File: config.mk
export PLATFORM = sky130hd
export DESIGN_NAME = fp_alu_host
export DESIGN_NICKNAME = d
export VERILOG_FILES = /design/src/rtl/fp_alu_pkg.sv /design/src/rtl/fp_alu_host_ser.sv /design/src/rtl/fp_alu_host.sv
export SDC_FILE = /design/constraint.sdc
export NUM_CORES = 1
export LEC_CHECK = 0
export BUFFER_PORTS_ARGS = -buffer_cell sky130_fd_sc_hd__clkbuf_2
export CAP_MARGIN = 30
export CORE_ASPECT_RATIO = 1.25
export CORE_MARGIN = 10
export CORE_UTILIZATION = 56
export CTS_BUF_LIST = sky130_fd_sc_hd__clkbuf_8
export CTS_CLUSTER_DIAMETER = 120
export DETAILED_ROUTE_END_ITERATION = 10
export HOLD_SLACK_MARGIN = 0.03
export PLACE_DENSITY = 0.89
export SETUP_SLACK_MARGIN = 0.15
export SKIP_CTS_REPAIR_TIMING = 1
export SLEW_MARGIN = 20
export SYNTH_ARGS = -nofsm -noshare
export SYNTH_HDL_FRONTEND = slang
export SYNTH_HIERARCHICAL = 1
export SYNTH_SLANG_ARGS = --single-unit
File: constraint.sdc
create_clock -name clk -period 2.45 [get_ports clk]
set_clock_uncertainty 0.1 [all_clocks]
set_input_delay 0.49 -clock clk [delete_from_list [all_inputs] [get_ports clk]]
set_output_delay 0.49 -clock clk [all_outputs]
set_load 0.03 [all_outputs]
File: src/rtl/fp_alu_pkg.sv
// ============================================================================
// Package     : fp_alu_pkg
// Description : Shared types and constants for the byte-serial FP32 ALU host.
// Revision    : 1.0 - initial release
// ============================================================================
`default_nettype none

package fp_alu_pkg;

   typedef enum logic [2:0] {
      ST_IDLE  = 3'd0,
      ST_START = 3'd1,
      ST_SEND  = 3'd2,
      ST_WAIT  = 3'd3,
      ST_RECV  = 3'd4,
      ST_RESP  = 3'd5
   } state_t;

   localparam logic OP_ADD = 1'b0;
   localparam logic OP_SUB = 1'b1;

   localparam int OPERAND_BYTES = 4;
   localparam int RESULT_BYTES  = 4;

endpackage

`default_nettype wire

File: src/rtl/fp_alu_host_ser.sv
// ============================================================================
// Module      : fp_alu_host_ser
// Description : Operand serialiser; loads {B,A} and shifts it out LSB byte first.
// Revision    : 1.0 - initial release
// ============================================================================
`default_nettype none

module fp_alu_host_ser
   import fp_alu_pkg::*;
(
   input  logic                           clk,
   input  logic                           rst_n,
   input  logic                           i_load,
   input  logic [16*OPERAND_BYTES-1:0]    i_data,
   input  logic                           i_shift,
   output logic [7:0]                     o_byte
);

   localparam int SH_W = 16 * OPERAND_BYTES;

   logic [SH_W-1:0] r_sh;
   logic [7:0]      r_byte;

   // The output byte is zero whenever no shift is requested, so the bus idles low.
   always_ff @(posedge clk or negedge rst_n) begin
      if (!rst_n) begin
         r_sh   <= '0;
         r_byte <= '0;
      end else if (i_load) begin
         r_sh   <= i_data;
         r_byte <= '0;
      end else if (i_shift) begin
         r_byte <= r_sh[7:0];
         r_sh   <= {8'h00, r_sh[SH_W-1:8]};
      end else begin
         r_byte <= '0;
      end
   end

   assign o_byte = r_byte;

endmodule

`default_nettype wire

File: src/rtl/fp_alu_host.sv
// ============================================================================
// Module      : fp_alu_host
// Description : Host initiator for the byte-serial FP32 add/sub ALU.
//               Optional WAIT timeout enabled by defining FP_HOST_TIMEOUT_EN.
// Revision    : 1.0 - initial release
// ============================================================================
`default_nettype none

module fp_alu_host
   import fp_alu_pkg::*;
#(
   parameter int unsigned TIMEOUT_CYCLES = 32
) (
   input  logic        clk,
   input  logic        rst_n,
   input  logic        req_valid,
   output logic        req_ready,
   input  logic [31:0] req_a,
   input  logic [31:0] req_b,
   input  logic        req_op,
   output logic        rsp_valid,
   input  logic        rsp_ready,
   output logic [31:0] rsp_data,
   output logic        rsp_err,
   output logic [7:0]  alu_in,
   output logic        alu_start,
   output logic        alu_opcode,
   input  logic [7:0]  alu_out,
   input  logic        alu_done
);

   localparam logic [2:0] LAST_K  = 3'(2 * OPERAND_BYTES - 1);
   localparam logic [1:0] LAST_RX = 2'(RESULT_BYTES - 1);

   if (TIMEOUT_CYCLES == 0 || TIMEOUT_CYCLES > 255) begin : g_tmo_range_chk
      $error("fp_alu_host: TIMEOUT_CYCLES must be in 1..255");
   end

   state_t      r_state;
   state_t      w_next;
   logic [2:0]  r_k;
   logic [1:0]  r_cnt;
   logic        r_op;
   logic        r_alu_start;
   logic        r_alu_opcode;
   logic        r_rsp_valid;
   logic        r_rsp_err;
   logic [31:0] r_rsp_data;
   logic        w_accept;
   logic        w_fail;
   logic        w_tmo_hit;
   logic        w_op;
   logic        w_ser_shift;
   logic        w_in_txn;

   assign w_accept    = (r_state == ST_IDLE) && req_valid;
   assign w_op        = (r_state == ST_IDLE) ? req_op : r_op;
   assign w_ser_shift = (w_next == ST_SEND);
   assign w_in_txn    = (w_next == ST_START) || (w_next == ST_SEND) ||
                        (w_next == ST_WAIT)  || (w_next == ST_RECV);

`ifdef FP_HOST_TIMEOUT_EN
   localparam logic [7:0] TMO_LAST = 8'(TIMEOUT_CYCLES - 1);
   logic [7:0] r_tmo;

   // Held at zero outside WAIT, so every WAIT visit starts a fresh count.
   always_ff @(posedge clk or negedge rst_n) begin
      if (!rst_n) begin
         r_tmo <= '0;
      end else if (r_state != ST_WAIT) begin
         r_tmo <= '0;
      end else begin
         r_tmo <= r_tmo + 8'd1;
      end
   end

   assign w_tmo_hit = (r_tmo == TMO_LAST);
`else
   assign w_tmo_hit = 1'b0;
`endif

   always_ff @(posedge clk or negedge rst_n) begin
      if (!rst_n) begin
         r_state <= ST_IDLE;
      end else begin
         r_state <= w_next;
      end
   end

   always_comb begin
      w_next = r_state;
      w_fail = 1'b0;
      case (r_state)
         ST_IDLE:  if (req_valid) w_next = ST_START;
         ST_START: w_next = ST_SEND;
         ST_SEND:  if (r_k == LAST_K) w_next = ST_WAIT;
         ST_WAIT: begin
            if (alu_done) begin
               w_next = ST_RECV;
            end else if (w_tmo_hit) begin
               w_next = ST_RESP;
               w_fail = 1'b1;
            end
         end
         ST_RECV: begin
            if (!alu_done) begin
               w_next = ST_RESP;
               w_fail = 1'b1;
            end else if (r_cnt == LAST_RX) begin
               w_next = ST_RESP;
            end
         end
         ST_RESP:  if (rsp_ready) w_next = ST_IDLE;
         default:  w_next = ST_IDLE;
      endcase
   end

   // Outputs are registered from the next state so they line up with it.
   always_ff @(posedge clk or negedge rst_n) begin
      if (!rst_n) begin
         r_k          <= '0;
         r_cnt        <= '0;
         r_op         <= 1'b0;
         r_alu_start  <= 1'b0;
         r_alu_opcode <= 1'b0;
         r_rsp_valid  <= 1'b0;
         r_rsp_err    <= 1'b0;
         r_rsp_data   <= '0;
      end else begin
         r_alu_start  <= (w_next == ST_START);
         r_rsp_valid  <= (w_next == ST_RESP);
         r_alu_opcode <= w_in_txn ? w_op : 1'b0;
         r_k          <= (r_state == ST_SEND) ? r_k + 3'd1 : 3'd0;
         if (w_accept) begin
            r_op       <= req_op;
            r_rsp_data <= '0;
            r_rsp_err  <= 1'b0;
         end
         if (r_state == ST_WAIT && alu_done) begin
            r_rsp_data[7:0] <= alu_out;
            r_cnt           <= 2'd1;
         end
         if (r_state == ST_RECV && alu_done) begin
            r_rsp_data[{r_cnt, 3'b000} +: 8] <= alu_out;
            r_cnt                            <= r_cnt + 2'd1;
         end
         if (w_fail) begin
            r_rsp_err <= 1'b1;
         end
      end
   end

   fp_alu_host_ser u_ser (
      .clk     (clk),
      .rst_n   (rst_n),
      .i_load  (w_accept),
      .i_data  ({req_b, req_a}),
      .i_shift (w_ser_shift),
      .o_byte  (alu_in)
   );

   assign req_ready  = (r_state == ST_IDLE);
   assign rsp_valid  = r_rsp_valid;
   assign rsp_data   = r_rsp_data;
   assign rsp_err    = r_rsp_err;
   assign alu_start  = r_alu_start;
   assign alu_opcode = r_alu_opcode;

endmodule

`default_nettype wire

Yosys cells after proc, flatten, opt, wreduce, memory -nomap -nowiden --
Cells that the tools add are included. Widths: inputs -> output; s select.
Storage, ports and cells: bits in registers 117, output and inout bits 45
Operators by class: mux-type cells 24, shifts and indexed selects 2, reduce and logical (&&, ||, !) cells 10, equality and inequality tests 12, add/sub/neg operators 3
Operator list (number):
- $mux 64 | 2
- $mux 32 | 2
- $bwmux 32 | 1
- $shift 8x7->32 const A | 1
- $shiftx 8x7->32 | 1
- $mux 8 | 3
- $mux 3 | 7
- $pmux 3 s6 | 1
- $eq 3x3->1 const B | 5
- $eq 3x2->1 const B | 4
- $neg 5->7 | 1
- $eq 3x1->1 const B | 2
- $mux 1 | 6
- $reduce_bool 2->1 | 3
- $mux 2 | 2
- $add 3x1->3 const B | 1
- $logic_and 1x1->1 | 3
- $logic_not 3->1 | 1
- $logic_or 1x1->1 | 3
- $add 2x1->2 const B | 1
- $eq 2x2->1 const B | 1

Depth between registers and ports, before layout --
Gate-level depths: netlist of run 1.
depth after elaboration 9, mapped depth 10

Cells and area by module --
Netlist of run 1, hierarchy kept.
Modules (own cells, without submodules):
- fp_alu_host_ser | area each 3206.8 um^2, instances 1, cells each 294, seq. area each 1801.7 um^2
- fp_alu_host | area each 2042.0 um^2, instances 1, cells each 167, seq. area each 1126.1 um^2

Worst setup path before layout of run 1 --
Ideal clock, no wire load.
kind flip-flop to flip-flop, start register r_k[0], end register u_ser.r_sh[10], stages on the path, launching flop included 11, arrival 1.776 ns, setup time 0.132 ns, buffers on the path 2, slack 0.442 ns, cells stage by stage dfrtp_1 ha_1 ha_1 nor2b_1 o21ai_0 a21oi_1 nor2b_1 buf_6 buf_12 mux2i_1 o21ai_1
Between the ends: word-level cells in the longest chain between the ends 5
Ends and longest elaborated chain:
- start: declaration | RTL line fp_alu_host.sv:41 | logic [2:0] r_k;
- start signal: assignment | RTL line fp_alu_host.sv:133 | r_k <= (r_state == ST_SEND) ? r_k + 3'd1 : 3'd0;
- $eq 3x3->1 | RTL line fp_alu_host.sv:96 | ST_SEND: if (r_k == LAST_K) w_next = ST_WAIT;
- $mux 3 | RTL line fp_alu_host.sv:96
- $pmux 3 s6 | RTL line fp_alu_host.sv:93 | case (r_state)
- $eq 3x2->1 | RTL line fp_alu_host.sv:58 | assign w_ser_shift = (w_next == ST_SEND);
- net w_ser_shift | RTL line fp_alu_host.sv:53 | logic w_ser_shift;
- $reduce_bool 2->1 (no source line)
- end signal: assignment | RTL line fp_alu_host_ser.sv:30 | r_sh <= i_data;
- end signal: assignment | RTL line fp_alu_host_ser.sv:34 | r_sh <= {8'h00, r_sh[SH_W-1:8]};
- end: declaration | RTL line fp_alu_host_ser.sv:21 | logic [SH_W-1:0] r_sh;
The timed path passes the listed nets, and every way through them passes these cells. A chain may end at the register's enable or synchronous reset.

Worst setup path after layout of run 1 --
start register r_k[0], end register u_ser.r_sh[37]
Same word-level chain as after synthesis.

==> reports/summary.txt, run 1 <==
WL met1 -> 5.43 mm
Yosys top cell by area -> dfrtp_1
status -> finished clean
Num CTS Buffers -> 17
Hold Crit Start -> req_b[29]
max-cap violations -> 0
Die Y -> 128 um
final setup fails -> 0
total track usage -> 19.9%
top area cells in the synthesized netlist -> dfrtp_1 56%, mux2i_1 11%, nand2_1 5.4%, o21ai_1 5.1%, a22o_1 4.0%
metal2 WL -> 7.31 mm
Yosys top cell area share -> 55.8%
synthesized net count -> 547
DIE WIDTH -> 107 um
largest buffer count on any clock path -> 2
Critical Path End Type -> flip-flop
Worst Hold Class -> primary input to flip-flop
number of global-route vias before repair -> 4,191
CP Launch Point -> r_k[0]
ANT cells -> 0
Max Clock Freq -> 0.444 GHz
detailed-route via count -> 4,118
Top cell by count, worst path -> ha_1
worst r2r src -> r_k[0]
dpl hpwl -> 9.56 mm
Netlist cell types -> 38
Pwr per Cell Area -> 1380 mW/mm^2
FFs w/ async S/R, synth -> 100%
drt initial violations -> 271
Root Driver -> clkbuf_8
IO buf count -> 122
Tmin final -> 2.25 ns
Max stage delay on crit path -> 0.39 ns
H-tree Lvls -> 4
Die Footprint -> 0.0137 sq mm
Final #Nets -> 678
Gate Count Post-Synth -> 461
Max IR drop VDD -> 0.718 mV
final slew viol count -> 0
gr ovfl total -> 0
Top FF cell, synth -> dfrtp_1
CTS tree -> done
Tcrit/Tclk final -> 91.8%
initial core utilization -> 57.5%
Max Used Layer -> met4
data required time at the worst endpoint -> 2.66 ns
most common cell in the netlist -> dfrtp_1
Leakage -> 3.37 nW
worst skew pair latency -> 0.43 ns
Clock transition at path regs -> 0.07 ns
Worst-Margin Slew -> 0.600 ns
post-route ant nets -> 0
DR WL met3 -> 922 um
endpoints failing hold -> 0
TritonCTS Sinks -> 117
post-synthesis register bit count -> 117
mapped cell area -> 0.00525 sq mm
RD Place Congestion -> 0.846
Tot Pwr -> 9.05 mW
Post-synth top cells -> 117 x dfrtp_1, 75 x nand2_1, 56 x mux2i_1, 53 x o21ai_1, 24 x a22o_1
Crit Path Max Fanout -> 19
largest net degree at the start of global routing -> 44
RSZ-0062 raised after global routing -> yes
Yosys Warn Count -> 6
CP arrival -> 2.46 ns
first-pass GRT wire length -> 21.5 mm
Via-to-Cell Ratio -> 5.66
CP Class -> flip-flop to flip-flop
Avg Inst Size Synth -> 11.4 sq um
CP Cell Sequence -> ha_1, ha_1, nor2b_1, o21ai_0, a21oi_1, nor2b_4, buf_12, clkbuf_16, mux2i_1, o21ai_1
register area share after synthesis -> 55.8%
IO Pins -> 123
wire per inst -> 19.2 um
element type at the critical path start -> flip-flop
WL final -> 14.0 mm
Post-synth EDFFs -> 0
core area -> 0.00913 sq mm
critical path's slowest cell -> dfrtp_1
max_slew headroom -> 59.7%
Pre-antenna DRT Iters -> 5
initial antenna violation count -> 0
layout cells sized above 1 -> 29.8%
Fin Setup TNS -> 0 ns
Rows -> 39
P&R area growth vs syn -> 24.6%
drt drc -> 0
## routing by layer
layer  vias to the layer above  GRT usage (%)
li1                       1894              -
met1                      2021           22.3
met2                       177           33.1
met3                        26           6.99
met4                         0           9.26
met5                         -              0
## per-stage QoR
stage               util [%]  setup WS (ns)  instance area, sq um  hold slack, ns  std cells
floorplan                  -          0.442                  5250          0.0944        461
global placement        65.8          0.340                  6000           0.318        691
detailed placement      65.8          0.253                  6000           0.357        691
CTS                     70.5          0.238                  6430         -0.0754        723
global route            71.7          0.129                  6540           0.149        728
finish                  71.7          0.200                  6540           0.172        728
## critical path: cells and delay by family (launching register included)
family / cells / cell delay (ns)
compound gates: 3 / 0.37
fa+ha+maj: 2 / 0.39
buf+inv: 2 / 0.34
flops: 1 / 0.39
mux: 1 / 0.23
simple gates: 2 / 0.31
## flip-flops by register name, indices dropped and copies added (netlist names)
name / cells
u_ser/r_sh: 64
rsp_data: 32
u_ser/o_byte: 8
r_k: 3
r_state: 3
r_cnt: 2
alu_opcode: 1
alu_start: 1
r_op: 1
rsp_err: 1
rsp_valid: 1
## worst paths after layout
path	endpoint	slack, ns	cells past startpoint
worst min-delay path	u_ser/r_sh[61]	0.17	3
max in group asynchronous	u_ser/r_sh[44]	1.16	3
min in group asynchronous	u_ser/r_sh[5]	0.48	2
worst min register to register	r_k[0]	0.36	1
worst max-delay path	u_ser/r_sh[37]	0.20	10
worst max register to register	u_ser/r_sh[37]	0.20	10
## layout make-up
cell class / count / area, sq um
Sequential cell: 117 / 2930
Fill cell: 637 / 2580
Multi-Input combinational cell: 310 / 2090
Timing Repair Buffer: 142 / 918
Clock buffer: 22 / 303
Tap cell: 123 / 154
Clock inverter: 10 / 126
Inverter: 4 / 15.0
## placed cells by master (no fill, tap or decap), types with 2 or more instances in the layout
master	n
o21ai_1	53
and4_1	2
nand2_1	75
dfrtp_1	116
mux2i_1	56
clkinv_2	5
nor3_1	3
nand2b_1	9
a21oi_1	4
buf_12	8
clkbuf_8	22
a221o_1	8
inv_1	5
clkbuf_16	3
ha_1	8
nor2b_1	3
a22o_1	24
o211a_1	8
buf_4	9
bufinv_16	3
and3_1	4
o21ai_0	20
and2_1	11
clkbuf_2	121
nor2_1	7
## power breakdown
part	internal (mW)	leakage (nW)	switching [mW]
clock	1.13	0.226	0.742
sequential	2.68	1.52	0.489
combinational	1.78	1.63	2.22
## cells by family (layout without fill, tap and decap cells)
group	count (synthesis)	in the layout	share of synthesized area [%]
AOI/OAI and AO/OA	122	122	15.4
adders and majority gates	8	8	1.91
buffers and inverters	34	178	4.46
DFF	117	117	55.8
muxes	56	56	10.7
and+or+nand+nor	124	124	11.8
Power figures use the tool's default switching activity.
==> inputs of run 2 (changes only) <==
CORE_UTILIZATION = 53   (was 56)
CTS_BUF_LIST = not set   (was sky130_fd_sc_hd__clkbuf_8)
PLACE_DENSITY = 0.85   (was 0.89)
SYNTH_HIERARCHICAL = not set   (was 1)
clock period = 2.1 ns   (was 2.45 ns; I/O delays follow)
==> reports/summary.txt, run 2 <==
drt drc -> 0
Num CTS Buffers -> 17
post-synthesis register bit count -> 117
drt initial violations -> 279
element type at the critical path start -> flip-flop
worst hold slack -> 0.126 ns
Via-to-Cell Ratio -> 5.82
Gate Count Post-Synth -> 415
Yosys top cell by area -> dfrtp_1
RR Endpoint -> u_ser.r_sh[2]
endpoints failing hold -> 0
Yosys top cell area share -> 58.4%
FFs w/ async S/R, synth -> 100%
initial antenna violation count -> 0
RSZ-0062 raised after global routing -> yes
Avg Inst Size Synth -> 12.1 sq um
met1 GRT Util -> 21.2%
Yosys Warn Count -> 0
status -> finished clean
Top cell by count, worst path -> ha_1
max-cap violations -> 0
GR Util met2 -> 30.0%
Tcrit/Tclk final -> 92.9%
Die Y -> 129 um
wire per inst -> 19.4 um
most common cell after layout, fill and taps aside -> clkbuf_2
largest buffer count on any clock path -> 2
Pre-antenna DRT Iters -> 4
worst skew pair latency -> 0.41 ns
ANT cells -> 0
RD Place Congestion -> 0.858
CP Launch Point -> r_k[0]
Tmin final -> 1.95 ns
register area share after synthesis -> 58.4%
Fin Setup TNS -> 0 ns
layout cells sized above 1 -> 32.6%
R2R Setup Slk -> 0.15 ns
multi-input logic area -> 0.00190 sq mm
max_slew headroom -> 54.0%
core area -> 0.00917 sq mm
CP Buf/Inv Count -> 2
TritonCTS Sinks -> 117
Root Driver -> clkbuf_16
Max Clock Freq -> 0.513 GHz
Post-synth EDFFs -> 0
Die Footprint -> 0.0138 sq mm
CTS tree -> done
gr ovfl total -> 0
CP arrival -> 2.20 ns
dpl hpwl -> 8.88 mm
detailed-route via count -> 3,949
register area -> 0.00293 sq mm
number of global-route vias before repair -> 4,184
Final #Nets -> 629
Fillers -> 694
FF-to-FF path depth -> 7
Rows -> 39
first-pass GRT wire length -> 20.4 mm
CP Class -> flip-flop to flip-flop
CP Cell Sequence -> ha_1, ha_1, o31ai_4, buf_4, buf_6, a22o_1, a21o_1
P&R area growth vs syn -> 28.9%
total track usage -> 18.6%
post-route ant nets -> 0
Leakage -> 3.54 nW
IO Pins -> 123
Max stage delay on crit path -> 0.38 ns
final slew viol count -> 0
Crit Path Max Fanout -> 36
most common cell in the netlist -> dfrtp_1
Critical Path End Type -> flip-flop
Post-synth top cells -> 117 x dfrtp_1, 80 x a22o_1, 56 x a21o_1, 32 x nand2_1, 19 x o21ai_1
Top FF cell, synth -> dfrtp_1
Clock transition at path regs -> 0.06 ns
met3 Track Usage GR -> 8.49%
Worst Hold Class -> primary input to flip-flop
worst r2r src -> r_k[0]
synthesized net count -> 501
most used routing layer -> met2
PnR worst setup slack -> 0.149 ns
CP endpoint -> u_ser.r_sh[2]
final design utilization -> 70.4%
WL final -> 13.2 mm
Pwr per Cell Area -> 1700 mW/mm^2
IO buf count -> 122
Largest Register -> u_ser.r_sh
Largest register FFs -> 64
Netlist cell types -> 40
Max IR drop VDD -> 1.02 mV
Place WS -> 0.189 ns
mapped cell area -> 0.00501 sq mm
Worst path top cell family by delay -> compound AO/OA/AOI/OAI gates
critical path's slowest cell -> dfrtp_1
DIE WIDTH -> 107 um
data required time at the worst endpoint -> 2.35 ns
most frequent cells in the layout -> 120 x clkbuf_2, 115 x dfrtp_1, 80 x a22o_1, 56 x a21o_1, 32 x nand2_1
Worst-Margin Slew -> 0.686 ns
WP depth -> 7
top area cells in the synthesized netlist -> dfrtp_1 58%, a22o_1 14%, a21o_1 8.4%, nand2_1 2.4%, ha_1 2.0%
H-tree Lvls -> 4
final setup fails -> 0
largest net degree at the start of global routing -> 73
initial core utilization -> 54.6%
==> run 2: logic make-up (layout without fill, tap and decap cells) <==
group                      count (synthesis)  after routing  synth area share (%)
AOI/OAI and AO/OA                        173            173                  26.9
DFF                                      117            117                  58.4
and+or+nand+nor                           83             83                  8.64
buffers and inverters                     34            174                  4.09
adders and majority gates                  8              8                  2.00
==> run 2: worst min-delay path, stage by stage <==
cell and delay (ns):
clkbuf_2 0.08, nand2_1 0.05, o21ai_1 0.05
==> run 2: stage by stage <==
stage	cells	instance area (sq um)	power (mW)
finish	678	6460	11.0
global route	678	6460	11.6
CTS	674	6400	10.9
detailed placement	643	5760	7.66
global placement	643	5760	7.47
floorplan	415	5020	6.71
==> run 2: per-layer routing <==
metal,routed length (um),vias to the layer above
li1,-,1780
met5,0,-
met2,6510,164
met4,241,0
met1,5200,1982
met3,1230,23
==> run 2: how the worst min path moves through the flow <==
stage	start	end	slack, ns	depth (start not counted)
floorplan	rst_n	alu_opcode	0.02	0
global placement	rst_n	u_ser.o_byte[1]	0.27	1
detailed placement	rst_n	u_ser.o_byte[1]	0.27	1
CTS	rst_n	u_ser.o_byte[1]	-0.16	1
global route	req_b[27]	u_ser.r_sh[59]	0.12	3
finish	req_b[25]	u_ser.r_sh[57]	0.13	3
==> run 2: report_power, final <==
group	leakage, nW	switching, mW	internal [mW]
Combinational	1.70	2.35	1.85
Clock	0.308	0.997	2.12
Sequential	1.52	0.523	3.13
Total	3.54	3.87	7.11
==> run 2: cell type report <==
cell class,count,share of cell area (%)
clock buffers,18,6.80
multi-input cells,264,29.3
well taps,123,2.38
repair buffers,139,12.7
flip-flops and latches,117,45.4
clock inverters,13,3.18
inverters,4,0.232
==> inputs of run 3 (changes only) <==
CAP_MARGIN = 25   (was 30)
CORE_UTILIZATION = 55   (was 53)
CTS_BUF_LIST = sky130_fd_sc_hd__clkbuf_4   (was not set)
PLACE_DENSITY = 0.88   (was 0.85)
==> reports/summary.txt, run 3 (synthesized netlist as in run 2, its figures left out) <==
Final #Nets -> 652
first-pass GRT wire length -> 20.2 mm
Rows -> 38
Worst-Margin Slew -> 0.594 ns
total track usage -> 18.9%
Max Clock Freq -> 0.514 GHz
GR Util met2 -> 30.6%
CTS tree -> done
endpoints failing hold -> 0
number of global-route vias before repair -> 4,071
dpl hpwl -> 9.11 mm
Max IR drop VDD -> 1.01 mV
IO buf count -> 122
wire per inst -> 18.9 um
Num CTS Buffers -> 17
Tmin final -> 1.94 ns
drt initial violations -> 214
detailed-route via count -> 4,032
CP Class -> flip-flop to output pin
final setup fails -> 0
Leakage -> 3.50 nW
P&R area growth vs syn -> 26.7%
core area -> 0.00880 sq mm
met3 Track Usage GR -> 8.36%
most used routing layer -> met2
met1 GRT Util -> 21.7%
Tot Pwr -> 9.72 mW
max_slew headroom -> 60.1%
drt drc -> 0
ANT cells -> 0
most common cell after layout, fill and taps aside -> clkbuf_2
Via-to-Cell Ratio -> 5.77
data required time at the worst endpoint -> 1.58 ns
Worst Hold Class -> primary input to flip-flop
Crit Path Max Fanout -> 6
Tcrit/Tclk final -> 92.6%
RSZ-0062 raised after global routing -> yes
Largest register FFs -> 64
Fillers -> 609
Largest Register -> u_ser.r_sh
TritonCTS Sinks -> 117
max-cap violations -> 0
Pre-antenna DRT Iters -> 5
layout cells sized above 1 -> 33.0%
IO Pins -> 123
Die Y -> 127 um
final slew viol count -> 0
worst skew pair latency -> 0.51 ns
Pwr per Cell Area -> 1530 mW/mm^2
RD Place Congestion -> 0.946
post-route ant nets -> 0
largest buffer count on any clock path -> 2
Die Footprint -> 0.0134 sq mm
Root Driver -> clkbuf_4
CP arrival -> 1.42 ns
Critical Path End Type -> output pin
status -> finished clean
element type at the critical path start -> flip-flop
Clock transition at path regs -> 0.10 ns
gr ovfl total -> 0
most frequent cells in the layout -> 120 x clkbuf_2, 115 x dfrtp_1, 80 x a22o_1, 56 x a21o_1, 32 x nand2_1
WL final -> 13.2 mm
initial core utilization -> 57.0%
initial antenna violation count -> 0
H-tree Lvls -> 4
DIE WIDTH -> 105 um
Fin Setup TNS -> 0 ns
largest net degree at the start of global routing -> 68
[run 3: metrics by stage]
stage | setup WS (ns) | hold slack, ns | instance area [sq um] | instances | util [%]
after floorplan | 0.313 | 0.0244 | 5020 | 415 | -
after detailed placement | 0.226 | 0.259 | 5770 | 642 | 65.6
after global routing | 0.0505 | 0.0217 | 6350 | 699 | 72.2
after CTS | -0.142 | -0.311 | 6080 | 674 | 69.2
final | 0.155 | 0.0742 | 6350 | 699 | 72.2
after global placement | 0.331 | 0.256 | 5770 | 642 | 65.6
[run 3: worst max-delay path: stages (launching register included)]
cell and delay [ns]:
dfrtp_1 0.43, buf_6 0.15, nor3_4 0.18, buf_6 0.16
[run 3: cell type report]
class	instances	area, sq um	area share [%]
inverter	4	15.0	0.236
sequential	117	2930	46.1
clock inverter	15	188	2.95
timing repair buffer	162	1040	16.4
clock buffer	17	128	2.01
multi-input combinational	264	1900	29.9
tap	120	150	2.36
[run 3: worst paths after layout]
path	depth (start not counted)	slack, ns	start	to
max in group asynchronous	3	1.06	rst_n	rsp_data[21]
worst max register to register	5	0.19	r_cnt[1]	rsp_data[1]
min in group asynchronous	2	0.26	rst_n	u_ser.o_byte[2]
worst min register to register	1	0.38	u_ser.r_sh[1]	u_ser.r_sh[1]
worst min-delay path	3	0.07	alu_out[7]	rsp_data[23]
worst max-delay path	3	0.16	r_state[0]	req_ready
[run 3: where the power goes]
part           switching (mW)  internal (mW)
Combinational            2.35           1.97
Sequential              0.488           3.12
Clock                   0.854          0.930
[run 3: layer usage]
layer,wire length [um],vias up
met2,6790,170
met3,1120,18
li1,-,1832
met4,111,0
met5,0,-
met1,5220,2012
